File: src/rtl/alu_rs_pkg.sv
// Shared types and constants for the ALU reservation station.
// The snoop helper resolves one operand against both result buses.
package alu_rs_pkg;

    localparam int RS_SIZE_BIT = 3;
    localparam int RS_SIZE     = 1 << RS_SIZE_BIT;
    localparam int ROB_W       = 4;
    localparam int TYPE_W      = 5;

    typedef struct packed {
        logic              busy;
        logic [TYPE_W-1:0] op_type;
        logic [31:0]       v1;
        logic [31:0]       v2;
        logic              has_dep1;
        logic              has_dep2;
        logic [ROB_W-1:0]  dep1;
        logic [ROB_W-1:0]  dep2;
        logic [ROB_W-1:0]  rob_id;
    } rs_entry_t;

    typedef struct packed {
        logic [TYPE_W-1:0] op_type;
        logic [31:0]       v1;
        logic [31:0]       v2;
        logic [ROB_W-1:0]  rob_id;
    } issue_t;

    typedef struct packed {
        logic        has_dep;
        logic [31:0] value;
    } operand_t;

    // The ALU bus is checked first so it wins if both buses carry the same tag.
    function automatic operand_t snoop_operand(
        input logic             has_dep,
        input logic [ROB_W-1:0] dep,
        input logic [31:0]      value,
        input logic             alu_rdy,
        input logic [ROB_W-1:0] alu_tag,
        input logic [31:0]      alu_val,
        input logic             mem_rdy,
        input logic [ROB_W-1:0] mem_tag,
        input logic [31:0]      mem_val
    );
        operand_t res;
        res.has_dep = has_dep;
        res.value   = value;
        if (has_dep && alu_rdy && (alu_tag == dep)) begin
            res.has_dep = 1'b0;
            res.value   = alu_val;
        end else if (has_dep && mem_rdy && (mem_tag == dep)) begin
            res.has_dep = 1'b0;
            res.value   = mem_val;
        end
        return res;
    endfunction

endpackage

File: src/rtl/alu_rs_if.sv
// Dispatch, CDB snoop and ALU issue signals of the ALU reservation station.
// master = dispatcher/CDB/ALU side, slave = the reservation station.
interface alu_rs_if;
    import alu_rs_pkg::*;

    logic              inst_valid;
    logic [TYPE_W-1:0] inst_type;
    logic [31:0]       inst_r1;
    logic [31:0]       inst_r2;
    logic              inst_has_dep1;
    logic              inst_has_dep2;
    logic [ROB_W-1:0]  inst_dep1;
    logic [ROB_W-1:0]  inst_dep2;
    logic [ROB_W-1:0]  inst_rob_id;
    logic              full;
    logic              dispatch_err;

    logic              cdb_alu_ready;
    logic [ROB_W-1:0]  cdb_alu_rob_id;
    logic [31:0]       cdb_alu_value;
    logic              cdb_mem_ready;
    logic [ROB_W-1:0]  cdb_mem_rob_id;
    logic [31:0]       cdb_mem_value;

    logic              alu_valid;
    logic [TYPE_W-1:0] alu_type;
    logic [31:0]       alu_r1;
    logic [31:0]       alu_r2;
    logic [ROB_W-1:0]  alu_rob_id;

    modport master (
        output inst_valid, inst_type, inst_r1, inst_r2, inst_has_dep1, inst_has_dep2,
               inst_dep1, inst_dep2, inst_rob_id,
               cdb_alu_ready, cdb_alu_rob_id, cdb_alu_value,
               cdb_mem_ready, cdb_mem_rob_id, cdb_mem_value,
        input  full, dispatch_err, alu_valid, alu_type, alu_r1, alu_r2, alu_rob_id
    );

    modport slave (
        input  inst_valid, inst_type, inst_r1, inst_r2, inst_has_dep1, inst_has_dep2,
               inst_dep1, inst_dep2, inst_rob_id,
               cdb_alu_ready, cdb_alu_rob_id, cdb_alu_value,
               cdb_mem_ready, cdb_mem_rob_id, cdb_mem_value,
        output full, dispatch_err, alu_valid, alu_type, alu_r1, alu_r2, alu_rob_id
    );

endinterface

File: src/rtl/alu_rs_select.sv
// One-of-N picker: lowest index wins, or with USE_AGE the request with no older
// request wins (age[i][j] = 1 means entry j is older than entry i).
module alu_rs_select
    import alu_rs_pkg::*;
#(
    parameter bit USE_AGE = 1'b0
) (
    input  logic [RS_SIZE-1:0]              req,
    input  logic [RS_SIZE-1:0][RS_SIZE-1:0] age,
    output logic                            found,
    output logic [RS_SIZE_BIT-1:0]          idx
);

    logic [RS_SIZE-1:0] grant;

    genvar gi;
    generate
        for (gi = 0; gi < RS_SIZE; gi++) begin : g_grant
            if (USE_AGE) begin : g_age
                assign grant[gi] = req[gi] & ~(|(req & age[gi]));
            end else begin : g_fixed
                assign grant[gi] = req[gi] & ~(|(req & ((RS_SIZE'(1) << gi) - RS_SIZE'(1))));
            end
        end
        if (!USE_AGE) begin : g_no_age
            logic unused_age;
            assign unused_age = ^age;
        end
    endgenerate

    always_comb begin
        idx = '0;
        for (int i = 0; i < RS_SIZE; i++) begin
            if (grant[i]) idx = idx | RS_SIZE_BIT'(i);
        end
    end

    assign found = |req;

endmodule

File: src/rtl/alu_rs.sv
// ALU reservation station: dispatch with CDB bypass, operand wakeup, one issue per cycle.
// Define AGE_PRIORITY_EN for oldest-ready-first issue; otherwise lowest index wins.
module alu_rs
    import alu_rs_pkg::*;
(
    input  logic     clk_in,
    input  logic     rst_in,
    input  logic     rdy_in,
    input  logic     flush,
    alu_rs_if.slave  rs
);

    logic [RS_SIZE-1:0]              busy_vec;
    logic [RS_SIZE-1:0]              ready_vec;
    issue_t [RS_SIZE-1:0]            issue_view;
    logic [RS_SIZE-1:0][RS_SIZE-1:0] age_mat;

    logic                   free_found;
    logic [RS_SIZE_BIT-1:0] free_idx;
    logic                   issue_found;
    logic [RS_SIZE_BIT-1:0] issue_idx;
    logic                   do_dispatch;
    operand_t               disp1;
    operand_t               disp2;
    rs_entry_t              new_entry;

    assign rs.full     = &busy_vec;
    assign do_dispatch = rdy_in && !flush && rs.inst_valid && !rs.full;

    assign disp1 = snoop_operand(rs.inst_has_dep1, rs.inst_dep1, rs.inst_r1,
                                 rs.cdb_alu_ready, rs.cdb_alu_rob_id, rs.cdb_alu_value,
                                 rs.cdb_mem_ready, rs.cdb_mem_rob_id, rs.cdb_mem_value);
    assign disp2 = snoop_operand(rs.inst_has_dep2, rs.inst_dep2, rs.inst_r2,
                                 rs.cdb_alu_ready, rs.cdb_alu_rob_id, rs.cdb_alu_value,
                                 rs.cdb_mem_ready, rs.cdb_mem_rob_id, rs.cdb_mem_value);

    assign new_entry = '{busy:     1'b1,
                         op_type:  rs.inst_type,
                         v1:       disp1.value,
                         v2:       disp2.value,
                         has_dep1: disp1.has_dep,
                         has_dep2: disp2.has_dep,
                         dep1:     rs.inst_dep1,
                         dep2:     rs.inst_dep2,
                         rob_id:   rs.inst_rob_id};

`ifdef AGE_PRIORITY_EN
    localparam bit USE_AGE = 1'b1;
    logic [RS_SIZE-1:0][RS_SIZE-1:0] age_reg;

    // A new entry is younger than everything busy; clearing its column drops stale
    // "older than" claims left by the previous occupant of the slot.
    always_ff @(posedge clk_in or posedge rst_in) begin
        if (rst_in) begin
            age_reg <= '0;
        end else if (do_dispatch) begin
            for (int k = 0; k < RS_SIZE; k++) begin
                age_reg[k][free_idx] <= 1'b0;
            end
            age_reg[free_idx] <= busy_vec;
        end
    end
    assign age_mat = age_reg;
`else
    localparam bit USE_AGE = 1'b0;
    assign age_mat = '0;
`endif

    alu_rs_select #(.USE_AGE(1'b0)) u_free_sel (
        .req   (~busy_vec),
        .age   ('0),
        .found (free_found),
        .idx   (free_idx)
    );

    alu_rs_select #(.USE_AGE(USE_AGE)) u_issue_sel (
        .req   (ready_vec),
        .age   (age_mat),
        .found (issue_found),
        .idx   (issue_idx)
    );

    genvar gi;
    generate
        for (gi = 0; gi < RS_SIZE; gi++) begin : g_ent
            rs_entry_t ent_reg;
            operand_t  wake1;
            operand_t  wake2;
            logic      alloc_hit;
            logic      issue_hit;

            assign wake1 = snoop_operand(ent_reg.has_dep1, ent_reg.dep1, ent_reg.v1,
                                         rs.cdb_alu_ready, rs.cdb_alu_rob_id, rs.cdb_alu_value,
                                         rs.cdb_mem_ready, rs.cdb_mem_rob_id, rs.cdb_mem_value);
            assign wake2 = snoop_operand(ent_reg.has_dep2, ent_reg.dep2, ent_reg.v2,
                                         rs.cdb_alu_ready, rs.cdb_alu_rob_id, rs.cdb_alu_value,
                                         rs.cdb_mem_ready, rs.cdb_mem_rob_id, rs.cdb_mem_value);
            assign alloc_hit = do_dispatch && free_found && (free_idx == RS_SIZE_BIT'(gi));
            assign issue_hit = issue_found && (issue_idx == RS_SIZE_BIT'(gi));

            always_ff @(posedge clk_in or posedge rst_in) begin
                if (rst_in) begin
                    ent_reg <= '0;
                end else if (rdy_in) begin
                    if (flush) begin
                        ent_reg.busy <= 1'b0;
                    end else if (alloc_hit) begin
                        ent_reg <= new_entry;
                    end else if (ent_reg.busy) begin
                        ent_reg.has_dep1 <= wake1.has_dep;
                        ent_reg.v1       <= wake1.value;
                        ent_reg.has_dep2 <= wake2.has_dep;
                        ent_reg.v2       <= wake2.value;
                        if (issue_hit) ent_reg.busy <= 1'b0;
                    end
                end
            end

            assign busy_vec[gi]   = ent_reg.busy;
            assign ready_vec[gi]  = ent_reg.busy & ~ent_reg.has_dep1 & ~ent_reg.has_dep2;
            assign issue_view[gi] = '{op_type: ent_reg.op_type, v1: ent_reg.v1,
                                      v2: ent_reg.v2, rob_id: ent_reg.rob_id};
        end
    endgenerate

    // Issue register; a dispatch attempt while full is latched as a sticky error.
    always_ff @(posedge clk_in or posedge rst_in) begin
        if (rst_in) begin
            rs.alu_valid    <= 1'b0;
            rs.alu_type     <= '0;
            rs.alu_r1       <= '0;
            rs.alu_r2       <= '0;
            rs.alu_rob_id   <= '0;
            rs.dispatch_err <= 1'b0;
        end else if (rdy_in) begin
            if (rs.inst_valid && rs.full) rs.dispatch_err <= 1'b1;
            if (flush) begin
                rs.alu_valid <= 1'b0;
            end else if (issue_found) begin
                rs.alu_valid  <= 1'b1;
                rs.alu_type   <= issue_view[issue_idx].op_type;
                rs.alu_r1     <= issue_view[issue_idx].v1;
                rs.alu_r2     <= issue_view[issue_idx].v2;
                rs.alu_rob_id <= issue_view[issue_idx].rob_id;
            end else begin
                rs.alu_valid <= 1'b0;
            end
        end
    end

endmodule

File: src/flat_wrapper.sv
// flat-port wrapper written by rule: the top's interface ports become plain ports
module alu_rs_flat import alu_rs_pkg::*;
  (clk_in, rst_in, rdy_in, flush, rs_inst_valid, rs_inst_type, rs_inst_r1, rs_inst_r2, rs_inst_has_dep1, rs_inst_has_dep2, rs_inst_dep1, rs_inst_dep2, rs_inst_rob_id, rs_cdb_alu_ready, rs_cdb_alu_rob_id, rs_cdb_alu_value, rs_cdb_mem_ready, rs_cdb_mem_rob_id, rs_cdb_mem_value, rs_full, rs_dispatch_err, rs_alu_valid, rs_alu_type, rs_alu_r1, rs_alu_r2, rs_alu_rob_id);
  alu_rs_if rs_i ();
  input  logic clk_in;
  input  logic rst_in;
  input  logic rdy_in;
  input  logic flush;
  input wire logic [$bits(rs_i.inst_valid)-1:0] rs_inst_valid;
  input wire logic [$bits(rs_i.inst_type)-1:0] rs_inst_type;
  input wire logic [$bits(rs_i.inst_r1)-1:0] rs_inst_r1;
  input wire logic [$bits(rs_i.inst_r2)-1:0] rs_inst_r2;
  input wire logic [$bits(rs_i.inst_has_dep1)-1:0] rs_inst_has_dep1;
  input wire logic [$bits(rs_i.inst_has_dep2)-1:0] rs_inst_has_dep2;
  input wire logic [$bits(rs_i.inst_dep1)-1:0] rs_inst_dep1;
  input wire logic [$bits(rs_i.inst_dep2)-1:0] rs_inst_dep2;
  input wire logic [$bits(rs_i.inst_rob_id)-1:0] rs_inst_rob_id;
  input wire logic [$bits(rs_i.cdb_alu_ready)-1:0] rs_cdb_alu_ready;
  input wire logic [$bits(rs_i.cdb_alu_rob_id)-1:0] rs_cdb_alu_rob_id;
  input wire logic [$bits(rs_i.cdb_alu_value)-1:0] rs_cdb_alu_value;
  input wire logic [$bits(rs_i.cdb_mem_ready)-1:0] rs_cdb_mem_ready;
  input wire logic [$bits(rs_i.cdb_mem_rob_id)-1:0] rs_cdb_mem_rob_id;
  input wire logic [$bits(rs_i.cdb_mem_value)-1:0] rs_cdb_mem_value;
  output wire logic [$bits(rs_i.full)-1:0] rs_full;
  output wire logic [$bits(rs_i.dispatch_err)-1:0] rs_dispatch_err;
  output wire logic [$bits(rs_i.alu_valid)-1:0] rs_alu_valid;
  output wire logic [$bits(rs_i.alu_type)-1:0] rs_alu_type;
  output wire logic [$bits(rs_i.alu_r1)-1:0] rs_alu_r1;
  output wire logic [$bits(rs_i.alu_r2)-1:0] rs_alu_r2;
  output wire logic [$bits(rs_i.alu_rob_id)-1:0] rs_alu_rob_id;
  assign rs_i.inst_valid = rs_inst_valid;
  assign rs_i.inst_type = rs_inst_type;
  assign rs_i.inst_r1 = rs_inst_r1;
  assign rs_i.inst_r2 = rs_inst_r2;
  assign rs_i.inst_has_dep1 = rs_inst_has_dep1;
  assign rs_i.inst_has_dep2 = rs_inst_has_dep2;
  assign rs_i.inst_dep1 = rs_inst_dep1;
  assign rs_i.inst_dep2 = rs_inst_dep2;
  assign rs_i.inst_rob_id = rs_inst_rob_id;
  assign rs_i.cdb_alu_ready = rs_cdb_alu_ready;
  assign rs_i.cdb_alu_rob_id = rs_cdb_alu_rob_id;
  assign rs_i.cdb_alu_value = rs_cdb_alu_value;
  assign rs_i.cdb_mem_ready = rs_cdb_mem_ready;
  assign rs_i.cdb_mem_rob_id = rs_cdb_mem_rob_id;
  assign rs_i.cdb_mem_value = rs_cdb_mem_value;
  assign rs_full = rs_i.full;
  assign rs_dispatch_err = rs_i.dispatch_err;
  assign rs_alu_valid = rs_i.alu_valid;
  assign rs_alu_type = rs_i.alu_type;
  assign rs_alu_r1 = rs_i.alu_r1;
  assign rs_alu_r2 = rs_i.alu_r2;
  assign rs_alu_rob_id = rs_i.alu_rob_id;
  alu_rs u_core (.clk_in(clk_in), .rst_in(rst_in), .rdy_in(rdy_in), .flush(flush), .rs(rs_i));
endmodule
File: config.mk
export PLATFORM = sky130hd
export DESIGN_NAME = alu_rs_flat
export DESIGN_NICKNAME = d
export VERILOG_FILES = /design/src/rtl/alu_rs_pkg.sv /design/src/rtl/alu_rs_if.sv /design/src/rtl/alu_rs_select.sv /design/src/rtl/alu_rs.sv /design/src/flat_wrapper.sv
export SDC_FILE = /design/constraint.sdc
export NUM_CORES = 2
export LEC_CHECK = 0
export BUFFER_PORTS_ARGS = -buffer_cell sky130_fd_sc_hd__buf_2
export CAP_MARGIN = 20
export CORE_MARGIN = 4
export CORE_UTILIZATION = 40
export CTS_CLUSTER_DIAMETER = 40
export DETAILED_ROUTE_END_ITERATION = 7
export PLACE_DENSITY = 0.62
export SYNTH_ARGS = -nofsm -noshare
export SYNTH_HDL_FRONTEND = slang
export SYNTH_SLANG_ARGS = --single-unit
File: constraint.sdc
create_clock -name clk_in -period 25.8 [get_ports clk_in]
set_input_delay 3.87 -clock clk_in [delete_from_list [all_inputs] [get_ports clk_in]]
set_output_delay 3.87 -clock clk_in [all_outputs]
set_load 0.02 [all_outputs]
==> reports/qor.yml <==
status: "complete, but fails checks"
violations: "DRC"
slowest_stage: "or2_2"
routabilityCongestion: 0.888
critical_path_required_ns: 26.48
cts_setup_buffers: 0
gr-usage-all-layers: 0.329
die_x_um: 351
grt_max_degree: 172
hold_class: "reg2reg"
nFillCells: 11100
cts_sinks: 747
root_buffer: "clkbuf_16"
vias: 45000
synth-seq-cells: 747
synth_edf_count: 0
clk_pin_slew_ns: 0.05
yosysSeqAreaShare: 0.398
mostFrequentLayoutCells: "950 x nand2_1, 747 x dfrtp_1, 387 x mux2_2"
cts_tree: "yes"
die_h_um: 351
hold_viol: 0
wl_per_cell_um: 31.1
rsz0062_at_grt: "false"
synth_nets: 5295
critPathMaxFanout: 34
powerDensity_mw_per_mm2: 82.8
timing.final.max_slew_violations: 0
fin_cells: 6682
drv_cap: 0
grt_pass1_vias: 43400
post-route-drc-count: 5
power_mw: 4.44
tightest_slew_ns: 1.20
htreeDepth: 4
grt_antenna_before_repair: 15
dpl.hpwl_mm: 119
cts_buffers: 132
final_util: 0.461
coreArea_mm2: 0.116
dieArea_mm2: 0.123
layout-drive-gt1-share: 0.248
mostFrequentLayoutCell: "nand2_1"
start_util: 0.404
fin_crit_sh: 0.269
worstPathArrival_ns: 7.63
crit_type: "in2reg"
synth.cell_area_mm2: 0.0470
maxSlewHeadroom: 0.200
synthArstFlopShare: 1.00
cp-end-kind: "flop"
worstPathCellList: "buf_2 -> nand2b_1 -> o221ai_1 -> or4_1 -> buf_4 -> a21oi_4 -> buf_4 -> or2_2 -> o221a_2"
syn_area_per_cell_um2: 9.15
ios: 238
clock.fmax_ghz: 0.144
cp_slowest_stage_delay_ns: 0.93
period_needed_ns: 6.95
placedCellCount: 6430
yosys_warnings: 0
holdBufCountCts: 0
setup_tns_ns: 0
p_leak_nw: 23.1
drt_iter0_drc: 6290
fin_skew_ns: 0.0550
overflow: 0
cts_buffer_depth: 3
portBuffers: 237
reg2reg_slack_ns: 20.79
synthCells: 5133
area_growth_pct: 14.2
cpMostUsedCell: "buf_4"
finalSetupViolations: 0
drtPass1Iterations: 8
clock_latency_ns: 0.76
num-nets-final: 5203
critPathLaunchType: "input port"
num_rows: 125
wirelength_mm: 208
ir_drop_v: 0.0000692
drtAntennaViolNets: 0
largest_reg_flops: 664
vias_per_cell: 6.73
synth.distinct_cells: 87
ys.flop_type: "dfrtp_1"
grt_first_pass_wirelength_mm: 300
cts_resized: 0
[report_power, final]
part	total, mW	switching [mW]	internal (mW)	leakage (nW)
Sequential	1.56	0.172	1.39	9.68
Combinational	1.02	0.687	0.336	11.2
Clock	1.86	0.678	1.18	2.24
Total	4.44	1.54	2.90	23.1
[layer usage]
metal / GRT usage / share of wire / vias up
li1: - / - / 18600
met1: 0.421 / 0.38 / 22100
met2: 0.490 / 0.42 / 3325
met3: 0.0990 / 0.13 / 900
met4: 0.196 / 0.069 / 10
met5: 0 / 0.00024 / -
[stage by stage]
stage | cell area (um^2) | hold slack, ns | setup slack [ns]
floorplan | 47000 | 0.440 | 0.967
global placement | 48900 | 0.454 | 18.25
detailed placement | 48900 | 0.458 | 18.21
CTS | 53600 | 0.469 | 18.98
global route | 53600 | 0.492 | 18.79
finish | 53600 | 0.469 | 18.85
[critical path: cells and delay by family]
kind | cells | cell delay, ns
AND/OR/NAND/NOR | 3 | 1.73
buffers and inverters | 3 | 1.33
AO/OA/AOI/OAI | 3 | 0.65
[cells in the mapped netlist (10+ instances only)]
cell type | instances | share of area
a2111oi_2 | 17 | 0.0054
a211oi_1 | 46 | 0.0073
a21oi_1 | 78 | 0.0083
a221o_1 | 55 | 0.012
a221oi_1 | 34 | 0.0063
a221oi_2 | 11 | 0.0035
a2bb2oi_1 | 10 | 0.0019
a31o_2 | 33 | 0.0062
a31oi_1 | 36 | 0.0048
a31oi_2 | 33 | 0.0088
a32o_1 | 29 | 0.0062
a41oi_1 | 25 | 0.0047
and3_1 | 38 | 0.0051
buf_1 | 60 | 0.0048
buf_2 | 86 | 0.0092
buf_4 | 30 | 0.0048
buf_6 | 13 | 0.0031
clkbuf_1 | 366 | 0.029
clkbuf_2 | 23 | 0.0024
dfrtp_1 | 747 | 0.40
inv_1 | 77 | 0.0062
mux2_2 | 387 | 0.093
mux2i_1 | 311 | 0.066
nand2_1 | 950 | 0.076
nand2b_1 | 10 | 0.0013
nand3_1 | 150 | 0.016
nand4_1 | 114 | 0.015
nor2_1 | 236 | 0.019
nor3_1 | 86 | 0.0092
nor4_1 | 35 | 0.0047
o21ai_0 | 267 | 0.028
o221a_1 | 28 | 0.0067
o221a_2 | 92 | 0.022
o22ai_1 | 145 | 0.019
o31ai_1 | 175 | 0.028
o31ai_2 | 19 | 0.0051
or2_2 | 29 | 0.0039
xnor2_1 | 38 | 0.0071
xor2_1 | 75 | 0.014
[cell families after synthesis]
group | after synthesis | synth area share
flip-flops | 747 | 0.398
AND/OR/NAND/NOR | 1701 | 0.160
AO/OA/AOI/OAI | 1218 | 0.202
buffers and inverters | 656 | 0.0598
multiplexers | 698 | 0.159
XOR/XNOR | 113 | 0.0211
[worst paths after layout]
path / from / to / cells after the start
max: rs_cdb_alu_rob_id[1] / u_core.g_ent[6].ent_reg[35] / 9
min: u_core.g_ent[7].ent_reg[79] / u_core.g_ent[7].ent_reg[79] / 2
max reg2reg: u_core.busy_vec[1] / u_core.rs.alu_r2[19] / 10
min reg2reg: u_core.g_ent[7].ent_reg[79] / u_core.g_ent[7].ent_reg[79] / 2
max in group asynchronous: rst_in / u_core.g_ent[1].ent_reg[3] / 5
min in group asynchronous: rst_in / u_core.g_ent[4].ent_reg[50] / 2
[area by class of cell]
| type | instances | area (um^2) | share of cell area |
|---|---|---|---|
| flip-flops and latches | 747 | 18700 | 0.349 |
| multi-input cells | 3730 | 25900 | 0.483 |
| clock buffers | 168 | 3630 | 0.0677 |
| repair buffers | 352 | 2130 | 0.0397 |
| inverters | 78 | 300 | 0.00560 |
| diodes | 7 | 17.5 | 0.000327 |
| clock inverters | 76 | 1030 | 0.0193 |
| well taps | 1524 | 1910 | 0.0356 |
(Power assumes the default switching activity.)
